[src/rtl/fetch_stage.sv]
// fetch_stage: instruction fetch stage with the IF/ID pipeline register.
// Holds the PC, drives the instruction-memory address and request, and captures
// the fetched instruction and PC+2 for decode. Handles stall, redirect flush,
// HALT freeze and a not-ready memory.
// Optional build macro FETCH_PERF_CNT_EN adds saturating fetch/bubble counters;
// when it is undefined, fetchCount and bubbleCount are tied to zero and no
// counter flops are built.
module fetch_stage #(
  parameter logic [15:0] RESET_PC = 16'h0000,
  parameter logic [15:0] NOP_INS  = 16'h0800
) (
  input  logic        clk,
  input  logic        rst,
  input  logic        stall,
  input  logic        branch,
  input  logic [15:0] nextPC,
  input  logic        Halt,
  output logic [15:0] imem_addr,
  output logic        imem_req,
  input  logic [15:0] imem_data,
  input  logic        imem_rdy,
  output logic [15:0] ins,
  output logic [15:0] PC_2,
  output logic        insValid,
  output logic        halted,
  output logic        err,
  output logic [15:0] fetchCount,
  output logic [15:0] bubbleCount
);

  localparam int unsigned W = 16;

  // Per-cycle action, listed from highest to lowest priority.
  localparam logic [2:0] ACT_FROZEN   = 3'd0;  // already halted
  localparam logic [2:0] ACT_HOLD     = 3'd1;  // hazard stall
  localparam logic [2:0] ACT_HALT     = 3'd2;  // HALT reached decode
  localparam logic [2:0] ACT_REDIRECT = 3'd3;  // taken branch
  localparam logic [2:0] ACT_BUBBLE   = 3'd4;  // memory not ready
  localparam logic [2:0] ACT_FETCH    = 3'd5;  // normal fetch

  logic [W-1:0] pc;
  logic [W-1:0] pc_inc;
  logic [2:0]   act;

  logic [W-1:0] pc_nxt;
  logic [W-1:0] ins_nxt;
  logic [W-1:0] pc2_nxt;
  logic         valid_nxt;
  logic         halted_nxt;
  logic         err_nxt;

  assign imem_addr = pc;
  assign imem_req  = ~halted;
  // PC+2 wraps naturally through the 16-bit adder (16'hFFFE -> 16'h0000).
  assign pc_inc    = pc + W'(2);

  // Resolve which of the prioritised actions applies this cycle.
  always_comb begin
    act = ACT_FETCH;
    if (halted) begin
      act = ACT_FROZEN;
    end else if (stall) begin
      act = ACT_HOLD;
    end else if (Halt) begin
      act = ACT_HALT;
    end else if (branch) begin
      act = ACT_REDIRECT;
    end else if (!imem_rdy) begin
      act = ACT_BUBBLE;
    end
  end

  // Next-state values for PC, IF/ID and status bits.
  always_comb begin
    pc_nxt     = pc;
    ins_nxt    = ins;
    pc2_nxt    = PC_2;
    valid_nxt  = insValid;
    halted_nxt = halted;
    err_nxt    = err | (imem_req & pc[0]);
    case (act)
      ACT_FROZEN: begin
        ins_nxt   = NOP_INS;
        valid_nxt = 1'b0;
      end
      ACT_HOLD: begin
        pc_nxt = pc;
      end
      ACT_HALT: begin
        halted_nxt = 1'b1;
        ins_nxt    = NOP_INS;
        valid_nxt  = 1'b0;
      end
      ACT_REDIRECT: begin
        pc_nxt    = nextPC;
        ins_nxt   = NOP_INS;
        valid_nxt = 1'b0;
      end
      ACT_BUBBLE: begin
        ins_nxt   = NOP_INS;
        valid_nxt = 1'b0;
      end
      ACT_FETCH: begin
        pc_nxt    = pc_inc;
        ins_nxt   = imem_data;
        pc2_nxt   = pc_inc;
        valid_nxt = 1'b1;
      end
      default: begin
        ins_nxt   = NOP_INS;
        valid_nxt = 1'b0;
      end
    endcase
  end

  // PC and IF/ID register update with synchronous reset.
  always_ff @(posedge clk) begin
    if (rst) begin
      pc       <= RESET_PC;
      ins      <= NOP_INS;
      PC_2     <= 16'h0000;
      insValid <= 1'b0;
      halted   <= 1'b0;
      err      <= 1'b0;
    end else begin
      pc       <= pc_nxt;
      ins      <= ins_nxt;
      PC_2     <= pc2_nxt;
      insValid <= valid_nxt;
      halted   <= halted_nxt;
      err      <= err_nxt;
    end
  end

`ifdef FETCH_PERF_CNT_EN
  logic [W-1:0] fetch_cnt;
  logic [W-1:0] bubble_cnt;
  logic         load_valid;
  logic         load_bubble;

  // Every non-stall cycle loads IF/ID, either with a real instruction or a NOP.
  assign load_valid  = (act == ACT_FETCH);
  assign load_bubble = (act != ACT_FETCH) && (act != ACT_HOLD);

  // Saturating performance counters.
  always_ff @(posedge clk) begin
    if (rst) begin
      fetch_cnt  <= '0;
      bubble_cnt <= '0;
    end else begin
      if (load_valid && (fetch_cnt != 16'hFFFF)) begin
        fetch_cnt <= fetch_cnt + W'(1);
      end
      if (load_bubble && (bubble_cnt != 16'hFFFF)) begin
        bubble_cnt <= bubble_cnt + W'(1);
      end
    end
  end

  assign fetchCount  = fetch_cnt;
  assign bubbleCount = bubble_cnt;
`else
  assign fetchCount  = 16'h0000;
  assign bubbleCount = 16'h0000;
`endif

endmodule

[config.mk]
export PLATFORM = sky130hd
export DESIGN_NAME = fetch_stage
export DESIGN_NICKNAME = d
export VERILOG_FILES = /design/src/rtl/fetch_stage.sv
export SDC_FILE = /design/constraint.sdc
export NUM_CORES = 1
export LEC_CHECK = 0
export CAP_MARGIN = 25
export CORE_ASPECT_RATIO = 0.75
export CORE_MARGIN = 5
export CORE_UTILIZATION = 45
export CTS_CLUSTER_SIZE = 10
export DETAILED_ROUTE_END_ITERATION = 10
export PLACE_DENSITY = 0.85
export SYNTH_ARGS = -nofsm -noshare
export SYNTH_HDL_FRONTEND = slang
export SYNTH_SLANG_ARGS = --single-unit
[constraint.sdc]
create_clock -name clk -period 2.45 [get_ports clk]
set_input_delay 0.49 -clock clk [delete_from_list [all_inputs] [get_ports clk]]
set_output_delay 0.49 -clock clk [all_outputs]
set_load 0.005 [all_outputs]
==> impl_results.md <==
* Final Hold Vio Count at 0
* Max Cap Violations at 0
* Die X-Extent at 98.4 um
* Count of routing violations after the opening detailed-route iteration at 193
* Accumulated negative setup slack at 0 ns
* Number of rows in the core area at 24
* Vias in the first global route at 2339
* Portion of total power attributed to sequential cells at 54.6%
* Hold Path Cell Cnt at 2
* Core area at ~0.0058 mm^2
* Req. time, crit path at 1.96 ns
* Cell family with most CP delay: flip-flops
* Final worst-path cycle share at between 80% and 90%
* Half-perimeter wire length of the detailed placement result at 5390 um
* Worst path slowest cell: dfxtp_1
* Clk pwr share at 29.2%
* Cells after Synth at 303
* Min-delay src: PC_2[0]
* Via-to-Cell Ratio at roughly 5.2
* Clock slew at the register clock pins of the worst setup and hold paths at 0.09 ns
* Initial antenna violation count at 0
* # port buffers at just under 90
* Static leakage at 1.29 nW
* Post-Synthesis Cell Area at between 0.002 and 0.003 mm^2
* Most common cell in the netlist: dfxtp_1
* Number of sinks on the clock net at between 50 and 60
* Clock latency on the worst-skew pair at 0.30 ns
* Slew Viols, Final at 0
* Clock tree from TritonCTS: yes
* EDFF count, synth at 0
* Initial standard-cell utilization of the core at 45.8%
* Area grow syn2layout at 35.3%
* IO Count at 122
* Inserted Diodes at 0
* DRC violation count after routing at 0
* Fin Clk Skew at 0.00369 ns
* Launch point of the worst reg-to-reg path: imem_addr[1]
* Last weighted congestion value of the routability-driven placer at 0.864
* Sum of internal, switching and leakage power at 1.64 mW
* Achievable Freq at 0.490 GHz
* Crit path time final at 2.04 ns
* Remaining antenna violation count after routing at 0
* Switching power share of the total at 26.5%
* Most common flop cell mapped by yosys: dfxtp_1
* Maximum vdd drop at 0.227 mV
* Nets at 426
* # fillers at 504
* WP data arrival at 1.55 ns
* Worst relative slew slack at between 60% and 70%
* Fraction of power consumed by combinational cells at 16.3%
* Number of gates given a new drive strength after cts at 0
* Register-to-Register Setup Slack at 0.57 ns
* H-tree levels at 2
* Number of buffers added for setup after CTS at 0
* Total global-route track usage at approximately 18%
* Number of distinct library cell variants in the gate-level netlist after synthesis at 55
* CP max stage delay at about 0.65 ns
* Worst Tran Pin Value at 0.506 ns
* Net switching power figure at 433 uW
* Portion of synthesized cell area occupied by the leading cell type at 38.7%
* Number of cells on the worst reg-to-reg path at 5
* YS warnings at 0
* Critical R2R Capture: imem_addr[13]
* Setup violation total in the final timing report at 0
* Final-layout worst hold slack at about 0.46 ns
* Class of the worst hold path: flip-flop to flip-flop
* Cts hold-fix bufs at 0
* Wire length reported by the detailed router at 7270 um
* Routed wire length per instance at 15.6 um
* Fraction of final layout cells sized beyond drive strength 1 at about 9%
* Power density over cell area at 458 mW/mm^2
* WS Path Type: flip-flop to output pin
* Clock buffer depth at 2
* Post-synthesis cell type with the largest combined area: dfxtp_1
* Crit start category: flip-flop
* Floorplan die area at 0.00751 mm^2
* Pin count of the biggest net entering global routing at between 40 and 50
* TritonCTS Buffers at 5
* Largest cells by area after synthesis: dfxtp_1, buf_4, nor2_1
* First-pass GRT wire length at 11600 um
* Highest net fanout along the worst path at 13
* Share of flip-flops with an asynchronous set or reset at 0%
* Vias post-DR at 2427
* Endpoint class of the critical path: output pin
* Worst Path Buf+Inv at 1
* Root buffer selected by CTS: clkbuf_8
* Worst-case hold path end point: PC_2[0]
* Synthesized area per cell at 8.71 um^2
* Unrepaired setup endpoints after global routing: no
* Number of detailed-route iterations in the first pass at 4
* Internal portion of total power at ~1.2 mW
* Status: finished, final reports clean
* Flip-flop and latch count after synthesis at 51
* Worst-path cell chain: clkdlybuf4s50_1
* Sum of overflow across all layers after global routing at 0
* Chip height at around 76 um
* Sequential fraction of the synthesis area at 38.7%
* Critical Path Stages at 1
* Post-synth top cells: dfxtp_1, buf_4, nor2_1
## final cells by class
| cell class | instances | area [um^2] | share of cell area [%] |
|---|---|---|---|
| Clock buffer | 6 | 72.6 | 2.03 |
| Clock inverter | 2 | 12.5 | 0.350 |
| Inverter | 5 | 18.8 | 0.525 |
| Multi-Input combinational cell | 226 | 1370 | 38.4 |
| Sequential cell | 51 | 1020 | 28.6 |
| Tap cell | 78 | 97.6 | 2.73 |
| Timing Repair Buffer | 98 | 978 | 27.4 |
## metrics by stage
step	cell area, um^2	utilization [%]	worst slack, ns	cells
final	3570	62.0	0.407	466
after global routing	3570	62.0	0.369	466
after CTS	3570	62.0	0.424	466
after detailed placement	3490	60.5	0.182	458
after global placement	3490	60.5	0.204	458
after floorplan	2760	-	0.902	334
## state kept, by name (all words and copies together), names as in the netlist
signal,flops
imem_addr,16
ins,16
err,1
insValid,1
PC_2,16
halted,1
## routing by layer
layer  routed length [um]  track usage [%]  vias up
li1                     -                -     1180
met4                   47             4.09        0
met5                    0                0        -
met2                 3600             31.7      105
met1                 3000             24.2     1138
met3                  610             3.29        4
## cell usage in the layout, fill, tap and decap left out, types with 4 or more instances in the layout
cell type        instances
and2_1                   4
o21ai_1                  7
nand3_1                  6
conb_1                  32
a211oi_1                 7
clkdlybuf4s50_1         88
nand2b_1                 4
nor2_1                  33
a22oi_1                 15
xor2_1                   6
dfxtp_1                 51
nand2_1                 22
nand3b_1                 4
o21ai_0                  6
a21oi_1                 21
xnor2_1                  4
clkbuf_8                 5
buf_4                    7
inv_1                    5
## cells by family after synthesis
logic type,after synthesis,synth area share (%)
XOR/XNOR,10,3.32
flip-flops,51,38.7
AND/OR/NAND/NOR,101,22.0
buffers and inverters,57,13.8
AO/OA/AOI/OAI,80,20.8
adder cells (fa/ha/maj),1,0.474
other,1,0.142
multiplexers,2,0.758
## worst max-delay path by stage
stage / start / to / slack [ns]
3_3_place_gp: branch / imem_addr[10] / 0.20
5_1_grt: imem_addr[5] / imem_addr[5] / 0.37
3_5_place_dp: branch / imem_addr[10] / 0.18
2_1_floorplan: Halt / imem_addr[10] / 0.90
4_1_cts: imem_addr[5] / imem_addr[5] / 0.42
6_report: imem_addr[5] / imem_addr[5] / 0.41
## power by group through the flow
stage                     combinational, mW  clock, mW  sequential [mW]
after floorplan                       0.155          0            0.903
after global placement                0.259          0            0.908
after detailed placement              0.263          0            0.910
after CTS                             0.264      0.485            0.891
after global routing                  0.289      0.512            0.897
final                                 0.266      0.477            0.892
(Power assumes the default switching activity.)
